<file path="config.mk">
export PLATFORM = sky130hd
export DESIGN_NAME = ws2812_frame_ctrl
export DESIGN_NICKNAME = d
export VERILOG_FILES = /design/src/rtl/ws2812_frame_ctrl.sv
export SDC_FILE = /design/constraint.sdc
export NUM_CORES = 1
export LEC_CHECK = 0
export CAP_MARGIN = 30
export CORE_UTILIZATION = 40
export CTS_CLUSTER_SIZE = 30
export DETAILED_ROUTE_END_ITERATION = 16
export PLACE_DENSITY = 0.69
export SETUP_SLACK_MARGIN = 0.15
export SLEW_MARGIN = 20
export SYNTH_ARGS = -nofsm -noshare
export SYNTH_HDL_FRONTEND = slang
export SYNTH_SLANG_ARGS = --single-unit
</file>
<file path="constraint.sdc">
create_clock -name clk -period 3.2 [get_ports clk]
set_clock_uncertainty 0.15 [all_clocks]
set_input_delay 0.64 -clock clk [delete_from_list [all_inputs] [get_ports clk]]
set_output_delay 0.64 -clock clk [all_outputs]
set_load 0.02 [all_outputs]
</file>
<file path="src/rtl/ws2812_frame_ctrl.sv">
// ws2812_frame_ctrl
// Frame scheduler for a WS2812 chain. A double-buffered pixel store is written
// by the host; the front bank is streamed one 24-bit GRB word per LED to the
// bit serializer, followed by the latch (reset-low) gap. The displayed frame
// is re-sent on a fixed refresh period when no new frame has been committed.
//
// Handshake (pixel stream): pix_valid/pix_data/pix_last are presented by this
// block; a word is transferred on every rising edge where pix_valid && pix_ready.
// While pix_valid=1 and pix_ready=0, pix_data and pix_last are held stable and
// pix_valid is not withdrawn (except by rst, which aborts the stream).
module ws2812_frame_ctrl #(
  parameter int CLK_FRE    = 50,
  parameter int LED_NUM    = 8,
  parameter int RESET_US   = 300,
  parameter int REFRESH_MS = 200,
  parameter int AW         = (LED_NUM > 1) ? $clog2(LED_NUM) : 1
) (
  input  logic          clk,
  input  logic          rst,
  input  logic          wr_en,
  input  logic [AW-1:0] wr_addr,
  input  logic [23:0]   wr_data,
  input  logic          commit,
  output logic          pix_valid,
  output logic [23:0]   pix_data,
  output logic          pix_last,
  input  logic          pix_ready,
  input  logic          ser_idle,
  output logic          busy,
  output logic          frame_done,
  output logic [2:0]    dbg_state,
  output logic          dbg_front_sel
);

  // Width of the internal pixel index (independent of the host address width,
  // which may be wider so that out-of-range addresses can be rejected).
  localparam int IW = (LED_NUM > 1) ? $clog2(LED_NUM) : 1;

  localparam logic [31:0]   RESET_CYC   = 32'(CLK_FRE * RESET_US);
  localparam logic [31:0]   REFRESH_CYC = 32'(CLK_FRE * 1000 * REFRESH_MS);
  localparam logic [31:0]   LED_NUM_W   = 32'(LED_NUM);
  localparam logic [IW-1:0] LAST_IDX    = IW'(LED_NUM - 1);

  typedef enum logic [2:0] {
    S_IDLE  = 3'd0,
    S_FETCH = 3'd1,
    S_SEND  = 3'd2,
    S_DRAIN = 3'd3,
    S_LATCH = 3'd4,
    S_HOLD  = 3'd5
  } state_t;

  state_t          state_q, state_d;
  logic            front_sel_q, front_sel_d;
  logic            commit_pend_q, commit_pend_d;
  logic [IW-1:0]   idx_q, idx_d;
  logic [31:0]     lat_cnt_q, lat_cnt_d;
  logic [31:0]     ref_cnt_q, ref_cnt_d;
  logic            frame_done_q, frame_done_d;
  logic [23:0]     rd_data_q;

  logic            swap;
  logic            rd_load;
  logic [IW-1:0]   rd_addr;
  logic [23:0]     rd_word;
  logic            wr_hit;
  logic [IW-1:0]   wr_idx;

  // Bank contents are deliberately not reset.
  logic [23:0]     bank0 [LED_NUM];
  logic [23:0]     bank1 [LED_NUM];

  // Writes beyond the chain length are dropped; the index is narrowed only
  // after the range check so high address bits cannot alias onto a pixel.
  assign wr_hit = wr_en && (32'(wr_addr) < LED_NUM_W);
  assign wr_idx = IW'(wr_addr);

  // Host write port: always targets the back bank as seen before any swap on
  // this same edge, so a write coinciding with a swap ends up displayed.
  always_ff @(posedge clk) begin
    if (wr_hit) begin
      if (front_sel_q) begin
        bank0[wr_idx] <= wr_data;
      end else begin
        bank1[wr_idx] <= wr_data;
      end
    end
  end

  // Front-bank read mux feeding the registered read.
  always_comb begin
    rd_word = front_sel_q ? bank1[rd_addr] : bank0[rd_addr];
  end

  // State, bank selection, commit request and counters.
  always_ff @(posedge clk) begin
    if (rst) begin
      state_q       <= S_IDLE;
      front_sel_q   <= 1'b0;
      commit_pend_q <= 1'b0;
      idx_q         <= '0;
      lat_cnt_q     <= '0;
      ref_cnt_q     <= '0;
      frame_done_q  <= 1'b0;
    end else begin
      state_q       <= state_d;
      front_sel_q   <= front_sel_d;
      commit_pend_q <= commit_pend_d;
      idx_q         <= idx_d;
      lat_cnt_q     <= lat_cnt_d;
      ref_cnt_q     <= ref_cnt_d;
      frame_done_q  <= frame_done_d;
    end
  end

  // Registered pixel read: loaded with pixel 0 in FETCH and with the next
  // pixel on each accepted transfer, otherwise held for stall stability.
  always_ff @(posedge clk) begin
    if (rst) begin
      rd_data_q <= '0;
    end else if (rd_load) begin
      rd_data_q <= rd_word;
    end
  end

  // Next-state logic: frame sequencing, prefetch address and counter updates.
  always_comb begin
    state_d      = state_q;
    idx_d        = idx_q;
    lat_cnt_d    = lat_cnt_q;
    ref_cnt_d    = ref_cnt_q;
    frame_done_d = 1'b0;
    swap         = 1'b0;
    rd_load      = 1'b0;
    rd_addr      = idx_q;

    case (state_q)
      S_IDLE: begin
        if (commit_pend_q) begin
          swap    = 1'b1;
          state_d = S_FETCH;
        end
      end

      S_FETCH: begin
        idx_d   = '0;
        rd_addr = '0;
        rd_load = 1'b1;
        state_d = S_SEND;
      end

      S_SEND: begin
        if (pix_ready) begin
          if (idx_q == LAST_IDX) begin
            state_d = S_DRAIN;
          end else begin
            idx_d   = idx_q + 1'b1;
            rd_addr = idx_q + 1'b1;
            rd_load = 1'b1;
          end
        end
      end

      S_DRAIN: begin
        if (ser_idle) begin
          lat_cnt_d = '0;
          state_d   = S_LATCH;
        end
      end

      // LATCH occupies exactly RESET_CYC cycles; frame_done rises together
      // with the entry into HOLD.
      S_LATCH: begin
        lat_cnt_d = lat_cnt_q + 32'd1;
        if ((lat_cnt_q + 32'd1) >= RESET_CYC) begin
          frame_done_d = 1'b1;
          ref_cnt_d    = '0;
          state_d      = S_HOLD;
        end
      end

      // HOLD occupies REFRESH_CYC cycles before a refresh re-send, unless a
      // pending commit swaps banks first.
      S_HOLD: begin
        if (commit_pend_q) begin
          swap    = 1'b1;
          state_d = S_FETCH;
        end else if ((ref_cnt_q + 32'd1) >= REFRESH_CYC) begin
          state_d = S_FETCH;
        end else begin
          ref_cnt_d = (ref_cnt_q < REFRESH_CYC) ? ref_cnt_q + 32'd1 : ref_cnt_q;
        end
      end

      default: begin
        state_d = S_IDLE;
      end
    endcase

    front_sel_d   = front_sel_q ^ swap;
    // A commit arriving on the swap edge is a fresh request and stays pending.
    commit_pend_d = commit | (commit_pend_q & ~swap);
  end

  // Output decode.
  always_comb begin
    pix_valid     = (state_q == S_SEND);
    pix_last      = (state_q == S_SEND) && (idx_q == LAST_IDX);
    pix_data      = rd_data_q;
    busy          = (state_q != S_IDLE) && (state_q != S_HOLD);
    frame_done    = frame_done_q;
    dbg_state     = state_q;
    dbg_front_sel = front_sel_q;
  end

endmodule

</file>
==> results.md <==
- Status: complete, no violations
- Total congestion overflow: 0
- H-tree depth: 2
- Mapped Area: ~21000 um^2
- Antenna violations before repair: 3
- Final setup fails: 0
- Yosys warns: 0
- Final wirelength: roughly 53000 um
- Max Root-Sink Buffers: 3
- Wirelength per Cell: between 20 and 25 um
- Synth Area in Adders: less than 1%
- Drt first pass iters: 7
- Routed Antenna Nets: 0
- Synthesized net count: approximately 1800
- Synth Instances: 1718
- Clock group share of total power: between 40% and 50%
- Max Cap Viol: 0
- WP data required: approximately 3600 ps
- Crit Path Max Fanout: 5
- GRT Overall Usage: between 10% and 20%
- Largest net degree at the start of global routing: a little under 70
- Synth Area in Compound Gates: 13.2%
- Final Instance Count excl. Fillers: 2596
- Netlist cell types: roughly 70
- Slew @ Worst Pin: 569 ps
- CP endpoint kind: flop
- Initial Utilization: between 40% and 50%
- Hold Startpoint: pix_data[0]
- Dpl hpwl: 29600 um
- Critical R2R Capture: ref_cnt_q[22]
- FMAX: between 300 and 400 MHz
- Die height: between 200 and 250 um
- Slew headroom: about 62%
- Clock sinks: 481
- Placer congestion estimate: ~0.94
- DIE WIDTH: between 200 and 250 um
- Internal power: roughly 11 mW
- Placed cells: between 2000 and 2500
- Post-synthesis sequential area ratio: roughly two thirds
- Hold Path Depth: 2
- Flops & latches, synth: approximately 480
- DR DRC count: 0
- Power Total: 13.6 mW
- Final core utilization: about half
- Hold Path Sink: pix_data[0]
- CP Data Arrival Time: 3520 ps
- Vias in the first global route: about 14000
- Die Area: about 53000 um^2
- Main synth FF type: edfxtp_1
- Root Driver: clkbuf_16
- Min Hold Slack: approximately 300 ps
- Period utilization: 98.4%
- RSZ-0062 raised after global routing: true
- Count of standard-cell rows: 83
- Num CTS Buffers: 49
- Syn_area_per_cell: approximately 12 um^2
- Logic pwr share: 6.1%
- Worst reg-to-reg setup slack: about 51 ps
- I/O pin total: 65
- Core box area: 51300 um^2
- Max Transition Viols Final: 0
- Worst Setup Start Kind: flop
- VDD IR max: 0.000371 V
- P_sw: approximately 3.0 mW
- Vias: 14800
- Nets@finish: approximately 1900
- Crit path kind: flop to flop
- Worst Reg-to-Reg Cells: 9
- Asr flop ratio synth: 0%
- CTS tree: yes
- First-pass GRT wire length: 81200 um
- DRT iter0 DRCs: between 1000 and 1500
- Vias per inst: roughly 5.7
- R2R Path Start: ref_cnt_q[14]
- Sw Ratio: between 20 and 25%
- Power per cell area: roughly 530 nW/um^2
- Layout cells sized above 1: around a fifth
- Worst-path clk slew: about 60 ps
- Post-synth EDFFs: between 300 and 400
- Sequential power share: just over 50%
- Final Hold Viols: 0
- Post-Synth Simple-Gate Area: between 10% and 20%
- Leakage power: around 8.5 nW
- Worst-skew pair later-pin latency: roughly 600 ps
- Synth Area in XOR/XNOR: 0.845%
- Type of the most critical hold path: flop to flop
- Final Critical Period: 3150 ps
- FILL cells: approximately 4400
- Mux cell area share after synthesis: ~2.9%
- Largest family of logic cells by synthesized area: simple AND/OR/NAND/NOR gates
- # port buffers: between 60 and 70
- Area grow syn2layout: 23.7%
## logic make-up (layout without fill, tap and decap cells)
logic type / Yosys count / after routing
simple gates: 619 / 622
flops: 481 / 481
compound gates: 419 / 419
buf+inv: 146 / 339
mux: 30 / 30
xor+xnor: 20 / 20
fa+ha+maj: 3 / 3
other cells: 0 / 2
## layer usage
metal  up-vias  track usage, %  share of wire (%)
met5         -               0              0.021
met4         2            6.00                2.4
met3        96            3.41                7.6
met2       553            31.4                 47
met1      7337            27.2                 43
li1       6835               -                  -
## synthesized netlist by cell type, types with 4 or more instances
master | instances | area [um^2]
edfxtp_1 | 384 | 11500
nand2_1 | 296 | 1110
a31oi_1 | 126 | 788
clkbuf_1 | 103 | 387
a211oi_1 | 100 | 751
and2_1 | 97 | 607
dfxtp_1 | 97 | 1940
a21oi_1 | 63 | 315
o21ai_0 | 58 | 290
nor2_1 | 52 | 195
nand3_1 | 34 | 170
mux4_2 | 24 | 541
nor3_1 | 21 | 105
nand4_1 | 20 | 125
and3_1 | 17 | 106
inv_1 | 17 | 63.8
buf_2 | 16 | 80.1
xnor2_1 | 16 | 140
nor4_1 | 11 | 68.8
o31ai_1 | 11 | 82.6
or3_1 | 8 | 50.1
a41oi_1 | 7 | 61.3
or4_1 | 7 | 52.6
a311oi_1 | 6 | 52.6
and2_0 | 6 | 37.5
nand2b_1 | 6 | 37.5
nor4_2 | 6 | 75.1
a21o_1 | 5 | 37.5
and4_1 | 5 | 43.8
clkbuf_2 | 5 | 25.0
mux2i_1 | 5 | 50.1
nor3b_1 | 5 | 37.5
o211ai_1 | 5 | 37.5
nor2b_1 | 4 | 25.0
o21a_1 | 4 | 30.0
or2_2 | 4 | 25.0
xor2_1 | 4 | 35.0
## cell usage in the layout, fill, tap and decap left out, drive strengths merged, types with 4 or more instances in the layout
cell type and n:
o21a 4, nor3 22, xor2 4, nor4 20, clkbuf 59, or2 4, nor2 52, nor2b 4
edfxtp 384, inv 19, and3 17, a31oi 127, dfxtp 97, nand3 35, a21oi 64, nand4 23
bufinv 7, nor3b 5, o31ai 11, o21ai 61, and4 6, buf 166, xnor2 16, mux2i 5
clkdlybuf4s50 63, a211oi 100, o211ai 5, or4 12, or3 8, and2 103, nand2b 6, clkinv 22
a21o 5, a311oi 6, mux4 24, nand2 296, a41oi 7
## critical path, stage by stage, from the launching register on
cell	delay (ps)
dfxtp_1	330
nand4_1	200
or4_4	600
or3_4	380
o2111a_2	190
o211ai_1	170
nor3_4	100
buf_4	160
or4_4	610
a31oi_2	190
## what timing repair did
item	in CTS	in global routing
buffers inserted	7	7
resized for setup	52	49
gates cloned	4	0
endpoints found under the setup margin	47	57
pin swaps	15	20
hold buffers	0	0
## worst max path at each step
stage / start / to / slack [ps] / cells past startpoint
2_1_floorplan: lat_cnt_q[0] / ref_cnt_q[17] / 150 / 10
3_3_place_gp: pix_ready / pix_data[18] / -180 / 10
3_5_place_dp: pix_ready / pix_data[21] / -230 / 10
4_1_cts: lat_cnt_q[2] / ref_cnt_q[13] / 100 / 10
5_1_grt: ref_cnt_q[19] / ref_cnt_q[9] / -60 / 10
6_report: ref_cnt_q[14] / ref_cnt_q[22] / 50 / 9
## area by class of cell
class                           count  area, um^2  share of cell area (%)
Inverter                           17        63.8                   0.249
Tap cell                          680         851                    3.32
Sequential cell                   481       13500                    52.7
Timing Repair Buffer              230        2250                    8.77
Multi-Input combinational cell   1094        7280                    28.4
Antenna cell                        2        5.00                  0.0195
Clock inverter                     33         380                    1.48
Clock buffer                       59        1290                    5.05
## power groups by stage
stage                     Clock, mW  Combinational, mW  Sequential, mW
after floorplan                   0              0.408            7.03
after CTS                      6.01              0.837            6.89
after global routing           6.25              0.903            6.89
final                          5.92              0.839            6.89
after global placement            0              0.792            7.02
after detailed placement          0              0.812            7.02
## through the flow
| stage | setup TNS [ps] | worst slack [ps] | cell area [um^2] |
|---|---|---|---|
| 6_report | 0 | 50.6 | 25600 |
| 5_1_grt | -294 | -56.3 | 25600 |
| 3_5_place_dp | -6580 | -228 | 23400 |
| 4_1_cts | 0 | 100 | 25300 |
| 2_1_floorplan | 0 | 153 | 20800 |
| 3_3_place_gp | -4900 | -184 | 23400 |
## flip-flops by register name (all words and copies together), names as in the netlist
register / count
dbg_front_sel: 1
lat_cnt_q: 32
dbg_state: 3
ref_cnt_q: 32
pix_data: 24
frame_done: 1
bank1: 192
commit_pend_q: 1
idx_q: 3
bank0: 192
(Power assumes the default switching activity.)
